`config.mk`:
```
export PLATFORM = sky130hd
export DESIGN_NAME = pc_fetch_unit
export DESIGN_NICKNAME = d
export VERILOG_FILES = /design/src/rtl/pc_fetch_unit.sv
export SDC_FILE = /design/constraint.sdc
export NUM_CORES = 1
export LEC_CHECK = 0
export ABC_AREA = 1
export CAP_MARGIN = 20
export CORE_MARGIN = 2
export CORE_UTILIZATION = 35
export CTS_CLUSTER_DIAMETER = 120
export DETAILED_ROUTE_END_ITERATION = 10
export PLACE_DENSITY = 0.86
export SYNTH_ARGS = -nofsm -noshare
export SYNTH_HDL_FRONTEND = slang
export SYNTH_SLANG_ARGS = --single-unit
```
`constraint.sdc`:
```
create_clock -name clock -period 2.83 [get_ports clock]
set_input_delay 0.849 -clock clock [delete_from_list [all_inputs] [get_ports clock]]
set_output_delay 0.849 -clock clock [all_outputs]
set_load 0.01 [all_outputs]
```
`src/rtl/pc_fetch_unit.sv`:
```
// pc_fetch_unit: program counter and next-address selection for the
// single-cycle core. Owns the RUN/STALL/HALT sequencing, the resumable
// halt and modulo-2**ADDR_WIDTH address arithmetic.
// Optional feature macro: FETCH_RAS_EN builds a circular hardware
// return-address stack. jal pushes onto it and jump_reg pops from it.
// Without the macro, jump_reg always targets target_reg and the RAS
// flags read 0.
module pc_fetch_unit #(
  parameter int ADDR_WIDTH  = 10,
  parameter int DATA_WIDTH  = 32,
  parameter int STACK_DEPTH = 8
) (
  input  logic                  clock,
  input  logic                  reset,
  input  logic                  halt,
  input  logic                  resume,
  input  logic                  wait_io,
  input  logic                  jump,
  input  logic                  jump_reg,
  input  logic                  jal,
  input  logic                  branch_uc,
  input  logic                  branch_alu,
  input  logic [ADDR_WIDTH-1:0] target_imm,
  input  logic [DATA_WIDTH-1:0] target_reg,
  output logic [ADDR_WIDTH-1:0] pc,
  output logic [DATA_WIDTH-1:0] link_addr,
  output logic                  halted,
  output logic                  stalled,
  output logic                  ras_overflow,
  output logic                  ras_underflow
);

  typedef enum logic [1:0] {
    ST_RUN   = 2'd0,
    ST_STALL = 2'd1,
    ST_HALT  = 2'd2
  } state_e;

  state_e                  state_q, state_d;
  logic [ADDR_WIDTH-1:0]   pc_q, pc_d;
  logic [ADDR_WIDTH-1:0]   pc_inc;
  logic [ADDR_WIDTH-1:0]   ret_target;

  // Only the low ADDR_WIDTH bits of a register target address the ROM.
  logic unused_target_hi;
  assign unused_target_hi = &{1'b0, target_reg[DATA_WIDTH-1:ADDR_WIDTH]};

  // The adder width gives the wrap from the last word back to 0.
  assign pc_inc    = pc_q + 1'b1;
  assign pc        = pc_q;
  assign link_addr = DATA_WIDTH'(pc_inc);
  assign halted    = (state_q == ST_HALT);
  assign stalled   = (state_q == ST_STALL);

`ifdef FETCH_RAS_EN
  localparam int PW = (STACK_DEPTH > 1) ? $clog2(STACK_DEPTH) : 1;
  localparam int CW = PW + 1;
  localparam logic [CW-1:0] DEPTH_C = CW'(STACK_DEPTH);

  logic [ADDR_WIDTH-1:0] ras_mem [STACK_DEPTH];
  logic [PW-1:0]         ras_ptr_q, ras_ptr_d, ras_ptr_pop;
  logic [CW-1:0]         ras_cnt_q, ras_cnt_d, ras_cnt_pop;
  logic                  ras_ovf_q, ras_ovf_d;
  logic                  ras_unf_q, ras_unf_d;
  logic                  run_go, do_push, do_pop, ras_empty;

  // The stack only moves when the core actually advances in RUN.
  assign run_go    = (state_q == ST_RUN) && !halt && !wait_io;
  assign do_push   = run_go && jal;
  assign do_pop    = run_go && jump_reg;
  assign ras_empty = (ras_cnt_q == '0);

  // ras_ptr_q points at the next free slot; the top is one below it.
  assign ret_target = ras_empty ? target_reg[ADDR_WIDTH-1:0]
                                : ras_mem[ras_ptr_q - 1'b1];

  assign ras_overflow  = ras_ovf_q;
  assign ras_underflow = ras_unf_q;

  // Stack pointer/count update: pop first, then push into the freed slot.
  always_comb begin
    ras_ptr_pop = ras_ptr_q;
    ras_cnt_pop = ras_cnt_q;
    ras_ovf_d   = ras_ovf_q;
    ras_unf_d   = ras_unf_q;
    if (do_pop) begin
      if (ras_empty) begin
        ras_unf_d = 1'b1;
      end else begin
        ras_ptr_pop = ras_ptr_q - 1'b1;
        ras_cnt_pop = ras_cnt_q - 1'b1;
      end
    end
    ras_ptr_d = ras_ptr_pop;
    ras_cnt_d = ras_cnt_pop;
    if (do_push) begin
      ras_ptr_d = ras_ptr_pop + 1'b1;
      if (ras_cnt_pop == DEPTH_C) begin
        // Full: the write lands on the oldest entry, count stays at depth.
        ras_ovf_d = 1'b1;
      end else begin
        ras_cnt_d = ras_cnt_pop + 1'b1;
      end
    end
  end

  // Stack control registers; reset empties the stack and clears the flags.
  always_ff @(posedge clock or posedge reset) begin
    if (reset) begin
      ras_ptr_q <= '0;
      ras_cnt_q <= '0;
      ras_ovf_q <= 1'b0;
      ras_unf_q <= 1'b0;
    end else begin
      ras_ptr_q <= ras_ptr_d;
      ras_cnt_q <= ras_cnt_d;
      ras_ovf_q <= ras_ovf_d;
      ras_unf_q <= ras_unf_d;
    end
  end

  // Stack storage write; contents need no reset since the count gates reads.
  always_ff @(posedge clock) begin
    if (do_push) begin
      ras_mem[ras_ptr_pop] <= link_addr[ADDR_WIDTH-1:0];
    end
  end
`else
  logic unused_jal;
  assign unused_jal    = jal;
  assign ret_target    = target_reg[ADDR_WIDTH-1:0];
  assign ras_overflow  = 1'b0;
  assign ras_underflow = 1'b0;
`endif

  // Next-state and next-PC selection; the first matching condition wins.
  always_comb begin
    state_d = state_q;
    pc_d    = pc_q;
    unique case (state_q)
      ST_RUN: begin
        if (halt) begin
          state_d = ST_HALT;
        end else if (wait_io) begin
          state_d = ST_STALL;
        end else if (jump_reg) begin
          pc_d = ret_target;
        end else if (jump) begin
          pc_d = target_imm;
        end else if (branch_uc && branch_alu) begin
          pc_d = target_imm;
        end else begin
          pc_d = pc_inc;
        end
      end
      ST_STALL: begin
        // Held instruction re-executes in the cycle after leaving STALL.
        if (!wait_io) begin
          state_d = ST_RUN;
        end
      end
      ST_HALT: begin
        // Resuming steps past the hlt instruction.
        if (resume) begin
          state_d = ST_RUN;
          pc_d    = pc_inc;
        end
      end
      default: begin
        state_d = ST_RUN;
      end
    endcase
  end

  // State and PC registers with immediate reset.
  always_ff @(posedge clock or posedge reset) begin
    if (reset) begin
      state_q <= ST_RUN;
      pc_q    <= '0;
    end else begin
      state_q <= state_d;
      pc_q    <= pc_d;
    end
  end

endmodule

```
== Word-level counts from Yosys, hierarchy flattened ==
Index checks and enable logic that the tools add are counted.

* Flip-flop bits (word level): 12
* Bits in latches: 0
* RAM bits: 0
* Bits in read-only memories: 0
* Logic and storage cells: 27
* Memories: 0

* Add/sub/neg operators: 1
* Multiply operators: 0
* Div/mod/pow operators: 0
* Magnitude comparators: 0
* Eq/ne operators: 7
* Shift-type cells: 0
* Multiplexer cells: 12
* Bitwise operators: 0
* Reduce and logical (&&, ||, !) cells: 5

{| class="wikitable"
|+ Operator list
! kind !! count
|-
| two-way mux 10 bit || 6
|-
| case mux 10 bit (2 select lines) || 1
|-
| adder 10 x 1 -> 10 bit, second input constant || 1
|-
| two-way mux 2 bit || 4
|-
| inequality test 2 bit, second input constant || 4
|-
| case mux 2 bit (3 select lines) || 1
|-
| AND reduction 4 bit || 1
|-
| inequality test 3 bit, second input constant || 1
|-
| AND reduction 3 bit || 1
|-
| equality test 2 x 1 -> 1 bit, second input constant || 1
|-
| equality test 2 bit, second input constant || 1
|-
| zero test 2 bit || 1
|-
| nonzero test 2 bit || 1
|-
| logical AND 1 bit || 1
|}

== Longest topological paths before layout ==
* Word-level depth: 7
* Gate-level depth with buffers: 9
* Gate-level depth less buffers: 8

== Worst setup path after synthesis ==
Ideal clock, no wire load.

* Path kind: flip-flop to output port
* From: register pc_q[0] (netlist: pc[0])
* To: output link_addr[8]
* Arrival: 1065 ps
* Data required time: 1981 ps
* Slack: 916 ps
* Stages on the path, launching flop included: 6
* Cell sequence: dfrtp_1 > ha_1 > nand2_1 > nor2_1 > nand3b_1 > nand2_1

* Longest elaborated chain between the ends: 1

{| class="wikitable"
|+ RTL lines
! item !! RTL line !! source
|-
| start, declared || 40 || <nowiki>logic [ADDR_WIDTH-1:0] pc_q, pc_d;</nowiki>
|-
| start signal, assigned || 182 || <nowiki>pc_q <= pc_d;</nowiki>
|-
| adder 10 x 1 -> 10 bit || 49 || <nowiki>assign pc_inc = pc_q + 1'b1;</nowiki>
|-
| end, declared || 26 || <nowiki>output logic [DATA_WIDTH-1:0] link_addr,</nowiki>
|}

No other way between the ends.

== Worst setup path in the final report ==
* From: register pc_q[1] (netlist: pc[1])
* To: output link_addr[7]

Same word-level chain as after synthesis.

==> flow_summary.ini <==
[worst_setup_path]
cp_slowest_cell = clkdlybuf4s50_1
start_kind = register
worst-setup-path-type = reg2out
cp_slowest_stage_delay_ps = 540
cp.required_ps = 1980
crit_fanout = 5
crit_family = buffers and inverters
cp_cell_sequence = buf_4 -> nand3_1 -> nor2_4 -> nand3b_1 -> nand2_1 -> clkdlybuf4s50_1
crit_buf_inv = 2
end_kind = output port
crit_arrival_ps = 1870

[cells_and_area]
post-route-cell-area_sq_um = 1720
fill_cells = 343
drive_gt1_share_pct = 8.50
multi_input_area_sq_um = 699
diodes = 0
regArea_sq_um = 302
fin_nets = 301
area_delta_synth_final_pct = 44.2

[clock_tree]
clk_pin_slew_ps = 90
cts.sinks = 12
clock_latency_ps = 290
cts_tree = built
cts_hold_buf = 0
clockBufferDepth = 2
htree_levels = 1
cts_root_buffer = clkbuf_4
cts-buffers-inserted = 3

[power_and_ir_drop]
vdd_drop_max_uv = 506
intPower_mw = 0.782
switching_share_pct = 43.4
p_seq_share_pct = 24.9
power_frac_clock_pct = 10.9
pwr-share-comb_pct = 64.2
finalPower_mw = 1.38
powerDensity_nw_per_um2 = 803
p_leak_nw = 0.903
switching_power_mw = 0.600

[drt]
drt_first_pass_iters = 4
via_count = 1338
drt_drc_violations_left = 0
dr.first_iter.drc_count = 53
wl_per_cell_um = 10.9
ant_nets = 0
drt_wl_total_um = 3190
viasPerCell = 4.57

[floorplan]
num_rows = 21
die-area_sq_um = 3900
coreArea_sq_um = 3310
start_util_pct = 36.1
die_h_um = 62.4
ioPinCount = 98
die_x_um = 62.4

[global_route]
grt.total_usage_pct = 16.4
antenna_found_initial = 0
gr-total-overflow = 0
grt_pass1_wl_um = 5100
grt_max_degree = 14
grt_pass1_vias = 1181

[placed_design]
dp_slack_ps = 335
routabilityCongestion = 0.813
port_buffers = 50
place_area_sq_um = 1650
dp_hpwl_um = 2520

[timing]
fmaxAchievable_mhz = 367
finalCritPeriodShare_pct = 96.2
fin_worst_skew_ps = 7.11
setup_viol = 0
drv_slew = 0
period_needed_ps = 2720
finalHoldViolations = 0
fin_ws_ps = 109
tns_ps = 0
holdWs_ps = 507

[logic_synthesis]
yosysTopAreaCell = dfrtp_1
ys_ff_latch = 12
synth_warnings = 0
syn-cell-area_sq_um = 1190
synth.avg_cell_area_sq_um = 6.19
synth-seq-area-share_pct = 25.1
yosysTopAreaCellShare_pct = 25.1
synth.distinct_cells = 21
postSynthCellCount = 193
synth_area_leaders = dfrtp_1, nand2_1, buf_4, nand3_1, inv_1

[outcome]
status = finished, final reports clean

[job]
max-cap-violations = 0

[hold_path]
holdCritPathClass = reg2reg
-- path summary, 6_finish.rpt --
kind / from / to / slack (ps) / cells after the start
min reg2reg: state_q[1] / state_q[0] / 510 / 1
min in group asynchronous: reset / pc[1] / 860 / 2
max in group asynchronous: reset / pc[0] / 1610 / 2
min: state_q[1] / state_q[0] / 510 / 1
max: pc[1] / link_addr[7] / 110 / 6
max reg2reg: state_q[0] / pc[6] / 1480 / 7
-- logic make-up (layout without fill, tap and decap cells) --
| logic type | count (synthesis) | count (layout) | synth area share, % |
|---|---|---|---|
| AO/OA/AOI/OAI | 22 | 22 | 9.42 |
| adder cells (fa/ha/maj) | 1 | 1 | 1.05 |
| AND/OR/NAND/NOR | 106 | 106 | 39.5 |
| buffers and inverters | 51 | 82 | 24.6 |
| other | 1 | 24 | 0.314 |
| flip-flops | 12 | 12 | 25.1 |
-- synth_stat cells --
library cell  count
nand3b_1          4
buf_2             2
conb_1            1
inv_4             1
a21oi_1          11
a211oi_1          1
dfrtp_1          12
nor2_1           11
inv_1            21
o21ai_0          10
buf_6             1
nand2_2           1
inv_2             2
or2_2             2
nand3_1          17
buf_4            24
nor2_4            1
nand4_1           3
nand2_4           2
ha_1              1
nand2_1          65
-- power by group through the flow --
stage | Clock (mW) | Combinational, mW | Sequential, mW
floorplan | 0 | 0.412 | 0.365
global placement | 0 | 0.825 | 0.349
detailed placement | 0 | 0.845 | 0.352
CTS | 0.147 | 0.851 | 0.349
global route | 0.162 | 0.976 | 0.360
finish | 0.151 | 0.887 | 0.345
-- worst register-to-register path: stages (launching register included) --
cell	delay, ps
dfrtp_1	430
nor2_4	220
inv_2	130
nand2_2	190
inv_1	80
a21oi_1	120
nand2_1	60
nand2_1	50
-- layer usage --
metal  track usage (%)  share of wire [%]
met4              7.22                1.9
met2              29.6                 53
met1              19.0                 40
met3              2.70                5.9
met5                 0                  0
-- sequential cells by signal, summed over array words and instances, names as in the netlist --
register,flops
pc,10
state_q,2
-- per-stage QoR --
step                      std cells  util (%)
after floorplan                 216         -
after global placement          286      49.7
after detailed placement        286      49.7
after CTS                       290      50.8
after global routing            293      52.0
final                           293      52.0
-- layout make-up --
| type | instances | area share (%) |
|---|---|---|
| multi-input combinational | 153 | 40.6 |
| clock buffer | 4 | 2.11 |
| timing repair buffer | 54 | 31.1 |
| sequential | 12 | 17.5 |
| tap | 46 | 3.34 |
| inverter | 24 | 5.37 |
-- cell usage in the layout (no fill, tap or decap) --
cell	count
nand2_2	1
dfrtp_1	11
nand2_4	2
clkbuf_4	3
a211oi_1	1
conb_1	24
inv_2	2
a21oi_1	11
dfrtp_2	1
nand2_1	65
inv_4	1
inv_1	21
nor2_1	9
nor2_4	2
dlymetal6s2s_1	2
clkbuf_8	1
nor2_2	1
or2_2	2
nand3b_1	4
nand4_1	3
ha_2	1
clkdlybuf4s50_1	48
nand3_1	17
buf_4	4
o21ai_0	10
-- repair_timing --
action                                  4_1_cts  5_1_grt
setup buffers                                 0        3
endpoints found under the setup margin        0        6
gates resized for setup                       0        7
(Power assumes the default switching activity.)
==> patch 1, RTL diff (config.mk and constraints unchanged) <==
The option `FETCH_RAS_EN` is turned on by a define.
--- a/src/rtl/pc_fetch_unit.sv
+++ b/src/rtl/pc_fetch_unit.sv
@@ -6,4 +6,6 @@
 // Without the macro, jump_reg always targets target_reg and the RAS
 // flags read 0.
+`define FETCH_RAS_EN
+
 module pc_fetch_unit #(
   parameter int ADDR_WIDTH  = 10,
Behaviour: not the same (a bounded check fails within 4 cycles, from zero or initial values and one cycle with reset high).
==> patch 1 against the original RTL <==
  * Cell area rose to 3.8 times the old value
  * Count of clock-buffer cells in the layout up 5
  * Sequential cell count up 89
  * Total power grew to 4.8 times the old value
  * Area after synthesis rose to 4.4 times the old value
  * Sequential power rose to 6.1 times the old value
  * Wire length rose to 4.1 times the old value
  * Highest routed layer unchanged
  * Clock power rose to 7.9 times the old value
  * Largest power group unchanged
  * Setup slack got worse by 0.027 ns
  * Critical path type unchanged
==> patch 1: results <==
{
  "ys_warn_count": 0,
  "synth_area_leaders": "edfxtp_1, nand2_1, dfrtp_1",
  "grt_pass1_wl_um": 20900,
  "vias_per_cell": 5.03,
  "root_buffer": "clkbuf_16",
  "worst-path-max-fanout": 4,
  "n_fill_cell": 1312,
  "cp.arrival_ns": 1.90,
  "nonClkBufAreaFrac": 0.135,
  "status": "complete, no violations",
  "seq_cells": 101,
  "fin_cells": 847,
  "wl_met2_um": 6300,
  "synthFlopType": "edfxtp_1",
  "finalClockSkew_ns": 0.0156,
  "io_buffers": 53,
  "clock_tree_area_fraction": 0.0438,
  "seq_area_frac": 0.450,
  "drive_gt1_frac": 0.158,
  "post_cts.repair.setup_buffers": 4,
  "nNetsFinal": 716,
  "dp_hpwl_um": 9030,
  "post-route-util": 0.444,
  "reg2reg_depth": 9,
  "synth-seq-area-share": 0.553,
  "multiInputCombCellCount": 401,
  "critPathLaunch": "pc[3]",
  "yosys-top-cells-count": "nand2_1, nand3_1, edfxtp_1",
  "drt-met1-wl_um": 5230,
  "inverters": 48,
  "gp_congestion": 0.874,
  "largest_reg_flops": 80,
  "multi_input_area_um2": 2000,
  "hold_class": "reg2reg",
  "drtIter0Drc": 341,
  "grt_use_met2": 0.281,
  "wirelength_um": 13200,
  "ys_types": 37,
  "grtUsageMet3": 0.0260,
  "grt_max_degree": 42,
  "nNonClkBuffers": 97,
  "drtPass1Iterations": 5,
  "placed_cells": 826,
  "cts_resized": 8,
  "rrSetupSlack_ns": 0.51,
  "clk_latency_ns": 0.35,
  "dp_slack_ns": -0.0182,
  "r2r_start": "ras_cnt_q[0]",
  "reg2reg_to": "ras_mem[0][1]",
  "grt_usage": 0.166,
  "vdd_ir_drop_max_mv": 0.573,
  "h-tree-depth": 3,
  "synth_edf_count": 80,
  "placedInstanceArea_um2": 6160,
  "fin_ws_ns": 0.0821,
  "core-area_um2": 14600,
  "wl_met3_um": 1060,
  "cp-endpoint": "link_addr[3]",
  "netlist_instances": 572
}
## patch 1: cell families after synthesis
kind of cell,synth area share
buf+inv,0.0874
simple gates,0.280
other cells,0.000708
compound gates,0.0494
xor+xnor,0.0149
flops,0.553
fa+ha+maj,0.0142
## patch 1: worst min-delay path by stage
stage                       from            to  slack (ns)  cells past startpoint
global placement    ras_overflow  ras_overflow        0.45                      1
finish              ras_overflow  ras_overflow        0.49                      1
global route        ras_overflow  ras_overflow        0.51                      1
detailed placement  ras_overflow  ras_overflow        0.46                      1
floorplan           ras_overflow  ras_overflow        0.50                      1
CTS                 ras_overflow  ras_overflow        0.48                      1
## patch 1: critical path, stage by stage (launching register included)
cell	delay [ns]
dfrtp_1	0.39
buf_4	0.15
inv_1	0.08
xor2_1	0.31
clkdlybuf4s50_1	0.61
## patch 1: where the power goes
part / internal (W) / switching, W / leakage (nW)
logic: 0.00122 / 0.00213 / 1.68
clock network: 0.000611 / 0.000583 / 0.137
registers: 0.00197 / 0.000154 / 0.982
total: 0.00380 / 0.00286 / 2.80
==> patch 2, RTL diff (same settings) <==
Made on the original files. Register the input `target_imm` before use. The logic sees it one clock later. The other inputs are not delayed to match.
--- a/src/rtl/pc_fetch_unit.sv
+++ b/src/rtl/pc_fetch_unit.sv
@@ -36,4 +36,10 @@
     ST_HALT  = 2'd2
   } state_e;
+
+  logic [ADDR_WIDTH-1:0] target_imm_q;
+
+  always_ff @(posedge clock) begin
+    target_imm_q <= target_imm;
+  end
 
   state_e                  state_q, state_d;
@@ -147,7 +153,7 @@
           pc_d = ret_target;
         end else if (jump) begin
-          pc_d = target_imm;
+          pc_d = target_imm_q;
         end else if (branch_uc && branch_alu) begin
-          pc_d = target_imm;
+          pc_d = target_imm_q;
         end else begin
           pc_d = pc_inc;
Formal check against the unedited RTL: not equivalent (Yosys sat finds a counterexample within 4 cycles, from zero or initial values and one cycle with reset high).
==> patch 2 against the original RTL <==
  * Sequential power up 46%
  * Total power grew 25%
  * Setup slack improved by 0.041 ns
  * Area after synthesis increased by 20%
  * Wire length rose by 6.6%
  * Non-clock buffer count grew 1
  * Register-to-register slack got worse by 0.08 ns
  * Sequential cell count is 10 higher
  * Cell area increased by 16%
  * Critical endpoint is now link_addr[4]
==> patch 2: results <==
{
  "dp_hpwl_um": 2670,
  "vias_per_cell": 4.50,
  "drtPass1Iterations": 4,
  "grt_usage": 0.154,
  "async_flop_share": 0.545,
  "post_drt_wl_per_cell_um": 10.7,
  "io_buffers": 50,
  "gp_congestion": 0.810,
  "root_buffer": "clkbuf_8",
  "ys_types": 24,
  "grt_pass1_vias": 1296,
  "h-tree-depth": 1,
  "yosys-top-cells-count": "nand2_1, inv_1, buf_4",
  "placedInstanceArea_um2": 1890,
  "clock_path_buffers": 2,
  "synth_area_leaders": "dfrtp_1, nand2_1, dfxtp_1",
  "vdd_ir_drop_max_mv": 0.348,
  "drc": 0,
  "synth-seq-area-share": 0.350,
  "hold_class": "reg2reg",
  "cp.arrival_ns": 1.83,
  "power_leakage_nw": 1.06,
  "clk_latency_ns": 0.26,
  "nNetsFinal": 322,
  "insertedDiodeCount": 0,
  "finalClockSkew_ns": 0.00401,
  "n_fill_cell": 375,
  "drive_gt1_frac": 0.0746,
  "worst-path-max-fanout": 5,
  "grt_pass1_wl_um": 5380,
  "clkTransAtPathRegs_ns": 0.08,
  "drtIter0Drc": 50,
  "grt_max_degree": 14,
  "cts_buffers": 3,
  "antenna_found_initial": 0,
  "dp_slack_ns": 0.353,
  "synthFlopType": "dfrtp_1",
  "ys_warn_count": 0,
  "status": "complete, no violations"
}
## patch 2: changes by cell type after synthesis, sizes merged, moves of 2 or more
cell   unedited run  this run
a21oi            11         9
dfxtp             0        10
inv              24        30
nand2            68        79
nand4             3         5
nor2             12         9
## patch 2: path summary, 6_finish.rpt
check                                 from            to  slack [ns]  cells after the start
worst min register to register       pc[9]         pc[9]        0.53                      2
max in group asynchronous            reset    state_q[1]        1.62                      2
worst min-delay path                 pc[9]         pc[9]        0.53                      2
min in group asynchronous            reset         pc[2]        0.88                      2
worst max-delay path                 pc[1]  link_addr[4]        0.15                      6
worst max register to register  state_q[0]         pc[6]        1.40                      7
## patch 2: worst max-delay path: stages, from the launching register on
cell             delay [ns]
dfrtp_1                0.42
ha_1                   0.20
nand2_1                0.10
inv_2                  0.11
nand3b_1               0.09
nand2_1                0.10
clkdlybuf4s50_1        0.54
## patch 2: timing repair
item                       in CTS  in global routing
setup endpoints to repair       0                  6
buffers inserted                0                  3
resized for setup               0                  5
## patch 2: logic make-up (layout without fill, tap and decap cells)
logic type / Yosys count / after routing / share of synthesized area
AND/OR/NAND/NOR: 113 / 113 / 0.346
flip-flops: 22 / 22 / 0.350
other: 1 / 24 / 0.00262
AO/OA/AOI/OAI: 19 / 19 / 0.0709
buffers and inverters: 57 / 89 / 0.221
adder cells (fa/ha/maj): 1 / 1 / 0.00875
## patch 2: power breakdown
part | switching [W] | internal [W]
Combinational | 0.000464 | 0.000466
Sequential | 0.000110 | 0.000394
Clock | 0.000103 | 0.000189
Total | 0.000677 | 0.00105
## patch 2: final cells by class
class	count	area, um^2	area share
repair buffers	55	543	0.272
clock inverters	1	30.0	0.0150
inverters	30	113	0.0564
well taps	50	62.6	0.0313
multi-input cells	157	707	0.354
clock buffers	3	41.3	0.0207
flip-flops and latches	22	500	0.251
## patch 2: stage by stage
step / power [W] / hold slack (ns) / cells / util
after global placement: 0.00137 / 0.519 / 311 / 0.476
after detailed placement: 0.00140 / 0.513 / 311 / 0.476
after floorplan: 0.000963 / 0.499 / 236 / -
after global routing: 0.00185 / 0.586 / 318 / 0.503
final: 0.00173 / 0.530 / 318 / 0.503
after CTS: 0.00170 / 0.532 / 315 / 0.494
## patch 2: routing by layer
| layer | vias to the layer above | track usage | routed length (um) |
|---|---|---|---|
| li1 | 724 | - | - |
| met1 | 627 | 0.170 | 1230 |
| met2 | 71 | 0.283 | 1840 |
| met3 | 9 | 0.0280 | 260 |
| met4 | 0 | 0.0700 | 68 |
| met5 | - | 0 | 0 |
